<file path="config.mk">
export PLATFORM = sky130hd
export DESIGN_NAME = lcd_pattern_gen_flat
export DESIGN_NICKNAME = d
export VERILOG_FILES = /design/src/rtl/lcd_pattern_pkg.sv /design/src/rtl/lcd_pattern_gen_if.sv /design/src/rtl/lcd_band_counter.sv /design/src/rtl/lcd_pattern_gen.sv /design/src/flat_wrapper.sv
export SDC_FILE = /design/constraint.sdc
export NUM_CORES = 1
export LEC_CHECK = 0
export BUFFER_PORTS_ARGS = -buffer_cell sky130_fd_sc_hd__buf_2
export CAP_MARGIN = 5
export CORE_MARGIN = 2
export CORE_UTILIZATION = 52
export CTS_BUF_LIST = sky130_fd_sc_hd__clkbuf_4
export CTS_CLUSTER_SIZE = 28
export DETAILED_ROUTE_END_ITERATION = 10
export GPL_ROUTABILITY_DRIVEN = 0
export PLACE_DENSITY = 0.76
export RECOVER_POWER = 50
export SYNTH_ARGS = -nofsm -noshare
export SYNTH_HDL_FRONTEND = slang
export SYNTH_HIERARCHICAL = 1
export SYNTH_SLANG_ARGS = --single-unit
</file>
<file path="constraint.sdc">
create_clock -name rgb_clk -period 2.5 [get_ports rgb_clk]
set_clock_uncertainty 0.05 [all_clocks]
set_input_delay 0.125 -clock rgb_clk [delete_from_list [all_inputs] [get_ports rgb_clk]]
set_output_delay 0.125 -clock rgb_clk [all_outputs]
set_load 0.03 [all_outputs]
</file>
<file path="src/rtl/lcd_pattern_pkg.sv">
// Shared constants for the LCD test-pattern generator: mode encoding,
// RGB565 colour constants, pipeline depth and a bit-walk helper.
package lcd_pattern_pkg;

    typedef enum logic [1:0] {
        MODE_BITWALK  = 2'd0,
        MODE_GRADIENT = 2'd1,
        MODE_CHECKER  = 2'd2,
        MODE_SCROLL   = 2'd3
    } mode_t;

    localparam logic [15:0] WHITE = 16'hFFFF;
    localparam logic [15:0] BLACK = 16'h0000;

    localparam int PIPE_LAT = 2;

    // Band 0 lights bit 15, band 15 lights bit 0.
    function automatic logic [15:0] bitwalk(input logic [3:0] idx);
        return 16'h8000 >> idx;
    endfunction

endpackage

</file>
<file path="src/rtl/lcd_pattern_gen_if.sv">
// Timing-generator inputs and panel-pin outputs of the pattern generator.
// slave: the generator itself; master: whatever drives timing and watches the pins.
interface lcd_pattern_gen_if;
    logic       in_hs;
    logic       in_vs;
    logic       in_de;
    logic [9:0] in_x;
    logic [9:0] in_y;
    logic       mode_next;
    logic       lcd_hs;
    logic       lcd_vs;
    logic       lcd_de;
    logic [4:0] lcd_r;
    logic [5:0] lcd_g;
    logic [4:0] lcd_b;
    logic [1:0] mode;

    modport slave (
        input  in_hs, in_vs, in_de, in_x, in_y, mode_next,
        output lcd_hs, lcd_vs, lcd_de, lcd_r, lcd_g, lcd_b, mode
    );

    modport master (
        output in_hs, in_vs, in_de, in_x, in_y, mode_next,
        input  lcd_hs, lcd_vs, lcd_de, lcd_r, lcd_g, lcd_b, mode
    );
endinterface

</file>
<file path="src/rtl/lcd_band_counter.sv">
// Pixel/band counter: counts BAND_W pixels per band, 16 bands, saturating
// at band 15. Cleared whenever de is low so every line starts at band 0.
// The outputs are the band of the pixel currently on de/x.
module lcd_band_counter #(
    parameter int BAND_W = 30
) (
    input  logic       clk,
    input  logic       rst,
    input  logic       de,
    output logic [3:0] band
);
    localparam int PW = (BAND_W > 1) ? $clog2(BAND_W) : 1;
    localparam logic [PW-1:0] PIX_LAST = PW'(BAND_W - 1);

    logic [PW-1:0] pix;

    // Count pixels within the band; step band at the last pixel, hold at 15.
    always_ff @(posedge clk or posedge rst) begin
        if (rst) begin
            pix  <= '0;
            band <= '0;
        end else if (!de) begin
            pix  <= '0;
            band <= '0;
        end else if (pix == PIX_LAST) begin
            pix <= '0;
            if (band != 4'd15)
                band <= band + 4'd1;
        end else begin
            pix <= pix + 1'b1;
        end
    end
endmodule

</file>
<file path="src/rtl/lcd_pattern_gen.sv">
// Two-stage registered test-pattern source for the 480-wide RGB565 LCD path.
// Stage 1 captures syncs, x/y, band index and mode; stage 2 produces colour
// and the realigned syncs. Mode and scroll offset only change at frame start.
// Optional LCD_PATTERN_CROSSHAIR_EN: white border and centre cross overlay.
module lcd_pattern_gen
    import lcd_pattern_pkg::*;
#(
    parameter int H_ACTIVE        = 480,
    parameter int V_ACTIVE        = 272,
    parameter int BAND_W          = H_ACTIVE / 16,
    parameter int CHECK_LOG2      = 5,
    parameter bit SYNC_ACTIVE_LOW = 1'b1
) (
    input  logic               rgb_clk,
    input  logic               rgb_rst,
    lcd_pattern_gen_if.slave   bus
);
    logic [3:0]  band;
    logic        hs1, vs1, de1;
    logic [9:0]  x1, y1;
    logic [3:0]  band1;
    mode_t       mode1, mode2, mode_r;
    logic        pending;
    logic [3:0]  offset;
    logic        frame_start;
    logic [3:0]  scroll_band;
    logic [15:0] pattern, colour;
    logic        hs2, vs2, de2;
    logic [15:0] rgb2;

    lcd_band_counter #(.BAND_W(BAND_W)) u_band (
        .clk  (rgb_clk),
        .rst  (rgb_rst),
        .de   (bus.in_de),
        .band (band)
    );

    // vs1 doubles as the registered copy of in_vs for edge detection.
    assign frame_start = SYNC_ACTIVE_LOW ? (vs1 & ~bus.in_vs) : (~vs1 & bus.in_vs);

    // Sticky mode request, applied along with the scroll step at frame start;
    // a request landing on the frame-start cycle waits for the next frame.
    always_ff @(posedge rgb_clk or posedge rgb_rst) begin
        if (rgb_rst) begin
            mode_r  <= MODE_BITWALK;
            pending <= 1'b0;
            offset  <= 4'd0;
        end else if (frame_start) begin
            if (pending)
                mode_r <= mode_t'(mode_r + 2'd1);
            pending <= bus.mode_next;
            offset  <= offset + 4'd1;
        end else if (bus.mode_next) begin
            pending <= 1'b1;
        end
    end

    // Stage 1: capture timing, coordinates, band and the mode in force.
    always_ff @(posedge rgb_clk or posedge rgb_rst) begin
        if (rgb_rst) begin
            hs1   <= 1'b0;
            vs1   <= 1'b0;
            de1   <= 1'b0;
            x1    <= '0;
            y1    <= '0;
            band1 <= '0;
            mode1 <= MODE_BITWALK;
        end else begin
            hs1   <= bus.in_hs;
            vs1   <= bus.in_vs;
            de1   <= bus.in_de;
            x1    <= bus.in_x;
            y1    <= bus.in_y;
            band1 <= band;
            mode1 <= mode_r;
        end
    end

    assign scroll_band = band1 + offset;

    // Pattern colour from the stage-1 values.
    always_comb begin
        pattern = BLACK;
        case (mode1)
            MODE_BITWALK:  pattern = bitwalk(band1);
            MODE_GRADIENT: pattern = {y1[8:4], x1[8:3], ~y1[8:4]};
            MODE_CHECKER:  pattern = (x1[CHECK_LOG2] ^ y1[CHECK_LOG2]) ? WHITE : BLACK;
            MODE_SCROLL:   pattern = bitwalk(scroll_band);
            default:       pattern = BLACK;
        endcase
    end

`ifdef LCD_PATTERN_CROSSHAIR_EN
    localparam logic [9:0] X_MID  = 10'(H_ACTIVE / 2);
    localparam logic [9:0] Y_MID  = 10'(V_ACTIVE / 2);
    localparam logic [9:0] X_LAST = 10'(H_ACTIVE - 1);
    localparam logic [9:0] Y_LAST = 10'(V_ACTIVE - 1);

    // Border and centre cross forced to white over any pattern.
    always_comb begin
        colour = pattern;
        if (x1 == X_MID || y1 == Y_MID || x1 == 10'd0 || x1 == X_LAST ||
            y1 == 10'd0 || y1 == Y_LAST)
            colour = WHITE;
    end
`else
    assign colour = pattern;

    // Coordinate bits and the line count the pattern alone never looks at.
    logic unused_bits;
    assign unused_bits = ^{x1[9], x1[2:0], y1[9], y1[3:0], 10'(V_ACTIVE)};
`endif

    // Stage 2: colour blanked outside de, syncs realigned to the pixel.
    always_ff @(posedge rgb_clk or posedge rgb_rst) begin
        if (rgb_rst) begin
            hs2   <= 1'b0;
            vs2   <= 1'b0;
            de2   <= 1'b0;
            rgb2  <= BLACK;
            mode2 <= MODE_BITWALK;
        end else begin
            hs2   <= hs1;
            vs2   <= vs1;
            de2   <= de1;
            rgb2  <= de1 ? colour : BLACK;
            mode2 <= mode1;
        end
    end

    assign bus.lcd_hs = hs2;
    assign bus.lcd_vs = vs2;
    assign bus.lcd_de = de2;
    assign bus.lcd_r  = rgb2[15:11];
    assign bus.lcd_g  = rgb2[10:5];
    assign bus.lcd_b  = rgb2[4:0];
    assign bus.mode   = mode2;
endmodule

</file>
<file path="src/flat_wrapper.sv">
// flat-port wrapper written by rule: the top's interface ports become plain ports
module lcd_pattern_gen_flat import lcd_pattern_pkg::*;
#(
    parameter int H_ACTIVE        = 480,
    parameter int V_ACTIVE        = 272,
    parameter int BAND_W          = H_ACTIVE / 16,
    parameter int CHECK_LOG2      = 5,
    parameter bit SYNC_ACTIVE_LOW = 1'b1
)
  (rgb_clk, rgb_rst, bus_in_hs, bus_in_vs, bus_in_de, bus_in_x, bus_in_y, bus_mode_next, bus_lcd_hs, bus_lcd_vs, bus_lcd_de, bus_lcd_r, bus_lcd_g, bus_lcd_b, bus_mode);
  lcd_pattern_gen_if bus_i ();
  input  logic rgb_clk;
  input  logic rgb_rst;
  input wire logic [$bits(bus_i.in_hs)-1:0] bus_in_hs;
  input wire logic [$bits(bus_i.in_vs)-1:0] bus_in_vs;
  input wire logic [$bits(bus_i.in_de)-1:0] bus_in_de;
  input wire logic [$bits(bus_i.in_x)-1:0] bus_in_x;
  input wire logic [$bits(bus_i.in_y)-1:0] bus_in_y;
  input wire logic [$bits(bus_i.mode_next)-1:0] bus_mode_next;
  output wire logic [$bits(bus_i.lcd_hs)-1:0] bus_lcd_hs;
  output wire logic [$bits(bus_i.lcd_vs)-1:0] bus_lcd_vs;
  output wire logic [$bits(bus_i.lcd_de)-1:0] bus_lcd_de;
  output wire logic [$bits(bus_i.lcd_r)-1:0] bus_lcd_r;
  output wire logic [$bits(bus_i.lcd_g)-1:0] bus_lcd_g;
  output wire logic [$bits(bus_i.lcd_b)-1:0] bus_lcd_b;
  output wire logic [$bits(bus_i.mode)-1:0] bus_mode;
  assign bus_i.in_hs = bus_in_hs;
  assign bus_i.in_vs = bus_in_vs;
  assign bus_i.in_de = bus_in_de;
  assign bus_i.in_x = bus_in_x;
  assign bus_i.in_y = bus_in_y;
  assign bus_i.mode_next = bus_mode_next;
  assign bus_lcd_hs = bus_i.lcd_hs;
  assign bus_lcd_vs = bus_i.lcd_vs;
  assign bus_lcd_de = bus_i.lcd_de;
  assign bus_lcd_r = bus_i.lcd_r;
  assign bus_lcd_g = bus_i.lcd_g;
  assign bus_lcd_b = bus_i.lcd_b;
  assign bus_mode = bus_i.mode;
  lcd_pattern_gen #(.H_ACTIVE(H_ACTIVE), .V_ACTIVE(V_ACTIVE), .BAND_W(BAND_W), .CHECK_LOG2(CHECK_LOG2), .SYNC_ACTIVE_LOW(SYNC_ACTIVE_LOW)) u_core (.rgb_clk(rgb_clk), .rgb_rst(rgb_rst), .bus(bus_i));
endmodule
</file>
==> qor.txt, run 1 <==
Number of endpoints with negative hold slack in the final report - 0
Number of distinct library cells after synthesis - 38
Maximum number of pins on one net before global-route repair - 49
Met2 Routed Length - 2.46 mm
Top metal layer carrying routed signals - met4
Endpoint of the lowest-slack register-to-register path - u_core/rgb2[2]
Filler-free cell count of the finished design - 353
Synthesized area - 2650 um^2
Met3 WL post-DR - 232 um
Gr ovfl total - 0
Outcome - finished with violations
Reg power frac - 38.2%
Sequential-to-total area share from yosys stat - 53.7%
Final worst path period need - 2.17 ns
Worst slew pin tran - 1.66 ns
Internal - 1.83 mW
Std cell rows - 26
Leakage - 1.33 nW
Cell chosen for the clock root - sky130_fd_sc_hd__clkbuf_4
Most common library cell in the layout ignoring fill and taps - sky130_fd_sc_hd__dfrtp_1
Maximum fanout along the worst path - 4
Vias per Instance - 5.49
Post-DP HPWL - 3.31 mm
Buffer and inverter count on the worst path - 2
Number of enable-type register cells in the synthesized netlist - 0
Length in cells of the worst reg-to-reg path - 7
Max-slew violation total from the final report - 49
Initial Utilization - 53.0%
Placed Instances - 321
Largest buffer count on any clock path - 2
Sw Pwr - 1.35 mW
Die area - 5690 um^2
TritonCTS clock tree - yes
GR Util All Layers - 19.8%
Path class of the lowest-slack min-delay path - in -> async
Iteration-0 DRC Markers - 163
Setup crit start kind - register
Top-level I/O count - 47
Setup_tns - 0 ns
Highest attainable clock frequency - 460 MHz
Layout overhead on the synthesized area - 18.2%
Clock-pin slew reported for the worst setup and hold paths after clock tree synthesis - 0.09 ns
CP Data Arrival Time - 2.44 ns
Wire length of the first global-routing pass - 8.25 mm
Count of inserted antenna diode cells - 0
Most used cells in the layout excluding fill and tap cells - sky130_fd_sc_hd__dfrtp_1 (57), sky130_fd_sc_hd__clkbuf_1 (24), sky130_fd_sc_hd__o21ai_0 (17)
Via count of the routed design - 1937
Average routed wire per standard cell - 13.8 um
Total of max-cap violations - 1
Minimum setup slack among reg-to-reg paths - 0.33 ns
Largest area contributor in the synthesized netlist - sky130_fd_sc_hd__dfrtp_1
Main area contributors after synthesis - sky130_fd_sc_hd__dfrtp_1 (54%), sky130_fd_sc_hd__o2111ai_1 (5.0%), sky130_fd_sc_hd__ha_1 (4.7%)
Antenna-violating nets left - 0
Count of synthesis-stage warnings from yosys - 6
Slowest library cell on the worst path - sky130_fd_sc_hd__fa_1
Top cell by count, worst path - sky130_fd_sc_hd__inv_1
Switching Fraction - 42.4%
Total routed wirelength - 4.86 mm
Number of DRC violations after detailed routing - 0
Crit path cell chain - ha_1 > inv_1 > fa_1 > inv_1 > o32ai_1 > o2111ai_1 > o22ai_2
RSZ-0062 raised after global routing - no
Synth async-reset ratio - 100%
Average footprint of a synthesized cell - 12.0 um^2
Critical Path Sink Type - register
Net Count, Synth - 259
Count of mapped cells out of synthesis - 222
Worst reg2reg path startpoint - u_core/offset[0]
Area inside the core boundary - 5010 um^2
Worst ir drop on vdd - 0.400 mV
Share of the clock period used by the worst path - 86.9%
Antenna violations before repair - 0
Die boundary width - 75.4 um
Clock latency of the later-clocked register in the worst-skew pair - 0.40 ns
Headroom to the max-slew limit - -11.1%
Share of the synthesized area in the top cell type - 53.7%
Comb power frac - 45.2%
Crit-path leading delay family - adder cells
Count of endpoints failing setup in the final report - 0
Floorplan die height - 75.4 um
Ratio of cells with drive above 1 in the final layout - 17.0%
Total power - 3.17 mW
Number of gates resized after CTS - 0
Drt pass-1 iters - 4
Net count of the finished layout - 315
Violations in the final reports - max-capacitance violations, max-slew violations
Via count of the first global-routing pass - 1857
Met1 wire length - 2.07 mm
H-tree depth - 3
Worst setup path category - reg -> reg
Largest stage delay on the critical path - 0.53 ns
Sink Count - 57
Required time worst endpoint - 2.77 ns
Yosys reg bits - 57
Clock buffers created by TritonCTS - 9
Port Buf Inserts - 37
Dominant synthesized flop cell - sky130_fd_sc_hd__dfrtp_1
Power Dens Cells - 1010 nW/um^2
Clock share of power - 16.6%
final cells by class:
cell class,instances,area (um^2)
multi-input combinational,139,1120
inverter,15,56.3
timing repair buffer,56,338
clock inverter,5,22.5
sequential,57,1430
fill,440,1870
tap,70,87.6
clock buffer,11,82.6
worst max-delay path by stage:
| stage | start | to | cells after the start |
|---|---|---|---|
| 3_3_place_gp | u_core/offset[0] | u_core/rgb2[8] | 7 |
| 6_report | u_core/offset[0] | u_core/rgb2[2] | 7 |
| 2_1_floorplan | u_core/offset[0] | u_core/rgb2[0] | 7 |
| 4_1_cts | u_core/offset[0] | u_core/rgb2[2] | 7 |
| 5_1_grt | u_core/offset[0] | u_core/rgb2[0] | 7 |
| 3_5_place_dp | u_core/offset[0] | u_core/rgb2[8] | 7 |
layer usage:
layer  vias to the layer above  track usage [%]
met5                         -                0
met2                        51             33.3
met3                         9             7.14
met1                       943             22.5
li1                        934                -
met4                         0             8.97
per-stage QoR:
step	util, %	setup slack (ns)	instance area, um^2	hold WS [ns]
floorplan	-	0.591	2650	-0.0971
global placement	57.9	0.356	2900	0.0653
detailed placement	57.9	0.356	2900	0.0709
CTS	63.2	0.339	3170	0.178
global route	62.6	0.185	3140	0.187
finish	62.6	0.327	3140	0.169
repair_timing:
item / CTS / global route
hold endpoints to repair: 76 / 0
hold buffers: 16 / 0
buffers inserted: 0 / 0
Yosys cell counts, types with 2 or more instances:
cell type and n:
sky130_fd_sc_hd__inv_1 15, sky130_fd_sc_hd__nand4_1 2, sky130_fd_sc_hd__o22ai_1 6, sky130_fd_sc_hd__nand2_1 11, sky130_fd_sc_hd__mux2i_1 3, sky130_fd_sc_hd__o311a_1 2, sky130_fd_sc_hd__xor2_1 3, sky130_fd_sc_hd__dfrtp_1 57
sky130_fd_sc_hd__o32ai_1 4, sky130_fd_sc_hd__nand3b_1 3, sky130_fd_sc_hd__o21ai_0 17, sky130_fd_sc_hd__buf_2 3, sky130_fd_sc_hd__ha_1 10, sky130_fd_sc_hd__xnor2_1 7, sky130_fd_sc_hd__nor2b_1 6, sky130_fd_sc_hd__o21bai_1 3
sky130_fd_sc_hd__o22ai_2 9, sky130_fd_sc_hd__a21oi_1 2, sky130_fd_sc_hd__nand3_1 6, sky130_fd_sc_hd__and2_1 10, sky130_fd_sc_hd__clkbuf_1 7, sky130_fd_sc_hd__nor2_1 5, sky130_fd_sc_hd__nand2b_1 2, sky130_fd_sc_hd__o2111ai_1 15
power groups by stage:
stage | Clock (mW) | Combinational [mW] | Sequential, mW
finish | 0.526 | 1.44 | 1.21
global route | 0.597 | 1.59 | 1.24
CTS | 0.542 | 1.47 | 1.21
detailed placement | 0 | 1.44 | 1.23
global placement | 0 | 1.40 | 1.23
floorplan | 0 | 0.925 | 1.40
registers in the layout, summed over array words and instances (netlist names), 2 cells and up:
name / count
u_core/mode1: 2
u_core/u_band/pix: 5
u_core/mode_r: 2
u_core/y1: 5
u_core/offset: 4
u_core/band1: 4
u_core/x1: 6
u_core/u_band/band: 4
u_core/bus.mode: 2
u_core/rgb2: 16
worst reg2reg max path, cell delays in order (launching register included):
cell                        delay [ns]
sky130_fd_sc_hd__dfrtp_1          0.44
sky130_fd_sc_hd__ha_1             0.22
sky130_fd_sc_hd__inv_1            0.06
sky130_fd_sc_hd__fa_1             0.53
sky130_fd_sc_hd__inv_1            0.07
sky130_fd_sc_hd__o32ai_1          0.33
sky130_fd_sc_hd__o2111ai_1        0.24
sky130_fd_sc_hd__o22ai_2          0.16
logic make-up (layout without fill, tap and decap cells):
group	count (synthesis)	in the layout	share of synthesized area (%)
muxes	5	5	2.40
AOI/OAI and AO/OA	66	66	20.9
and+or+nand+nor	47	47	10.2
DFF	57	57	53.7
xor gates and xnor gates	10	10	3.30
adders and majority gates	11	11	5.47
buffers and inverters	26	87	3.96
(Power assumes the default switching activity.)
==> run 2, diff against run 1 <==
RECOVER_POWER = 25   (was 50)
==> qor.txt, run 2 (same netlist as run 1, synthesis figures left out) <==
Outcome - complete, no violations
Top-level I/O count - 47
Antenna-violating nets left - 0
Sw Pwr - 1.34 mW
Wire length of the first global-routing pass - 8.25 mm
Setup crit start kind - register
Worst ir drop on vdd - 0.401 mV
Worst setup path category - reg -> reg
CP Data Arrival Time - 2.43 ns
Internal - 1.86 mW
Std cell rows - 26
Total power - 3.20 mW
RSZ-0062 raised after global routing - no
Max-slew violation total from the final report - 0
Clock-pin slew reported for the worst setup and hold paths after clock tree synthesis - 0.09 ns
Post-DP HPWL - 3.31 mm
Via count of the first global-routing pass - 1857
Most common library cell in the layout ignoring fill and taps - sky130_fd_sc_hd__dfrtp_1
Flip-flop count of the largest register after layout - 16
Count of inserted antenna diode cells - 0
Maximum fanout along the worst path - 4
Total routed wirelength - 4.81 mm
Required time worst endpoint - 2.77 ns
Endpoint of the lowest-slack register-to-register path - u_core/rgb2[2]
Reg power frac - 37.8%
TritonCTS clock tree - yes
Leakage - 1.40 nW
Net count of the finished layout - 315
Worst slew pin tran - 0.913 ns
Floorplan die height - 75.4 um
Via count of the routed design - 1932
Power Dens Cells - 1010 nW/um^2
Maximum number of pins on one net before global-route repair - 49
Critical Path Sink Type - register
Comb power frac - 45.7%
Total of max-cap violations - 0
Die area - 5690 um^2
Filler-free cell count of the finished design - 353
Ratio of cells with drive above 1 in the final layout - 24.7%
Largest reg by FF count - u_core/rgb2
Worst reg2reg path startpoint - u_core/offset[0]
H-tree depth - 3
Clock share of power - 16.5%
Placed Instances - 321
Drt pass-1 iters - 4
Layout overhead on the synthesized area - 19.1%
Number of DRC violations after detailed routing - 0
Highest attainable clock frequency - 461 MHz
Number of endpoints with negative hold slack in the final report - 0
Gr ovfl total - 0
Number of gates resized after CTS - 0
Vias per Instance - 5.47
Clock buffers created by TritonCTS - 9
Length in cells of the worst reg-to-reg path - 7
Headroom to the max-slew limit - 39.0%
Count of endpoints failing setup in the final report - 0
Setup_tns - 0 ns
Iteration-0 DRC Markers - 130
Largest buffer count on any clock path - 2
Sink Count - 57
Cell chosen for the clock root - sky130_fd_sc_hd__clkbuf_4
Antenna violations before repair - 0
GR Util All Layers - 19.8%
Share of the clock period used by the worst path - 86.7%
Initial Utilization - 53.0%
Most used cells in the layout excluding fill and tap cells - sky130_fd_sc_hd__dfrtp_1 (57), sky130_fd_sc_hd__buf_2 (34), sky130_fd_sc_hd__o21ai_0 (17)
Clock latency of the later-clocked register in the worst-skew pair - 0.40 ns
Die boundary width - 75.4 um
Minimum setup slack among reg-to-reg paths - 0.33 ns
Path class of the lowest-slack min-delay path - in -> async
Area inside the core boundary - 5010 um^2
Switching Fraction - 41.9%
Biggest regs - u_core/rgb2: 16 flops, u_core/x1: 6 flops
Port Buf Inserts - 37
Crit path launch - u_core/offset[0]
Final worst path period need - 2.17 ns
Average routed wire per standard cell - 13.6 um
## run 2: changes by cell type in the layout (fill, tap and decap cells not counted)
| cell | previous run | this run |
|---|---|---|
| sky130_fd_sc_hd__clkbuf_1 | 24 | 3 |
| sky130_fd_sc_hd__inv_1 | 15 | 14 |
| sky130_fd_sc_hd__buf_2 | 13 | 34 |
| sky130_fd_sc_hd__inv_2 | 0 | 1 |
## run 2: final cells by class
cell class | count | area, um^2
clock buffers | 11 | 82.6
clock inverters | 5 | 22.5
fillers | 427 | 1850
inverters | 15 | 56.3
multi-input cells | 139 | 1120
flip-flops and latches | 57 | 1430
well taps | 70 | 87.6
repair buffers | 56 | 364
## run 2: worst max-delay path by stage
stage | depth (start not counted) | slack (ns) | endpoint
detailed placement | 7 | 0.36 | u_core/rgb2[8]
global route | 7 | 0.19 | u_core/rgb2[0]
finish | 7 | 0.33 | u_core/rgb2[2]
CTS | 7 | 0.34 | u_core/rgb2[2]
global placement | 7 | 0.36 | u_core/rgb2[8]
floorplan | 7 | 0.59 | u_core/rgb2[0]
## run 2: layer usage
metal / GRT usage, % / vias up / part of all wire [%]
li1: - / 932 / -
met1: 22.5 / 940 / 43
met2: 33.3 / 51 / 51
met3: 7.14 / 9 / 4.7
met4: 8.97 / 0 / 1.8
met5: 0 / - / 0
## run 2: power by group through the flow
stage / registers, mW / clock network, mW / logic [mW]
global route: 1.24 / 0.597 / 1.61
finish: 1.21 / 0.526 / 1.46
floorplan: 1.40 / 0 / 0.925
global placement: 1.23 / 0 / 1.40
CTS: 1.21 / 0.542 / 1.47
detailed placement: 1.23 / 0 / 1.44
## run 2: critical path, cell delays in order (launching register included)
cell and delay [ns]:
sky130_fd_sc_hd__dfrtp_1 0.44, sky130_fd_sc_hd__ha_1 0.22, sky130_fd_sc_hd__inv_1 0.06, sky130_fd_sc_hd__fa_1 0.53, sky130_fd_sc_hd__inv_1 0.07, sky130_fd_sc_hd__o32ai_1 0.33
sky130_fd_sc_hd__o2111ai_1 0.24, sky130_fd_sc_hd__o22ai_2 0.16
## run 2: through the flow
| stage | instance area [um^2] | hold WS (ns) | util, % | setup WS, ns |
|---|---|---|---|---|
| 2_1_floorplan | 2650 | -0.0971 | - | 0.591 |
| 3_3_place_gp | 2900 | 0.0653 | 57.9 | 0.356 |
| 3_5_place_dp | 2900 | 0.0709 | 57.9 | 0.356 |
| 4_1_cts | 3170 | 0.178 | 63.2 | 0.339 |
| 5_1_grt | 3160 | 0.200 | 63.1 | 0.185 |
| 6_report | 3160 | 0.184 | 63.1 | 0.332 |
## run 2: timing repair
action | 4_1_cts | 5_1_grt
endpoints found under the hold margin | 76 | 0
setup buffers | 0 | 0
hold buffers | 16 | 0
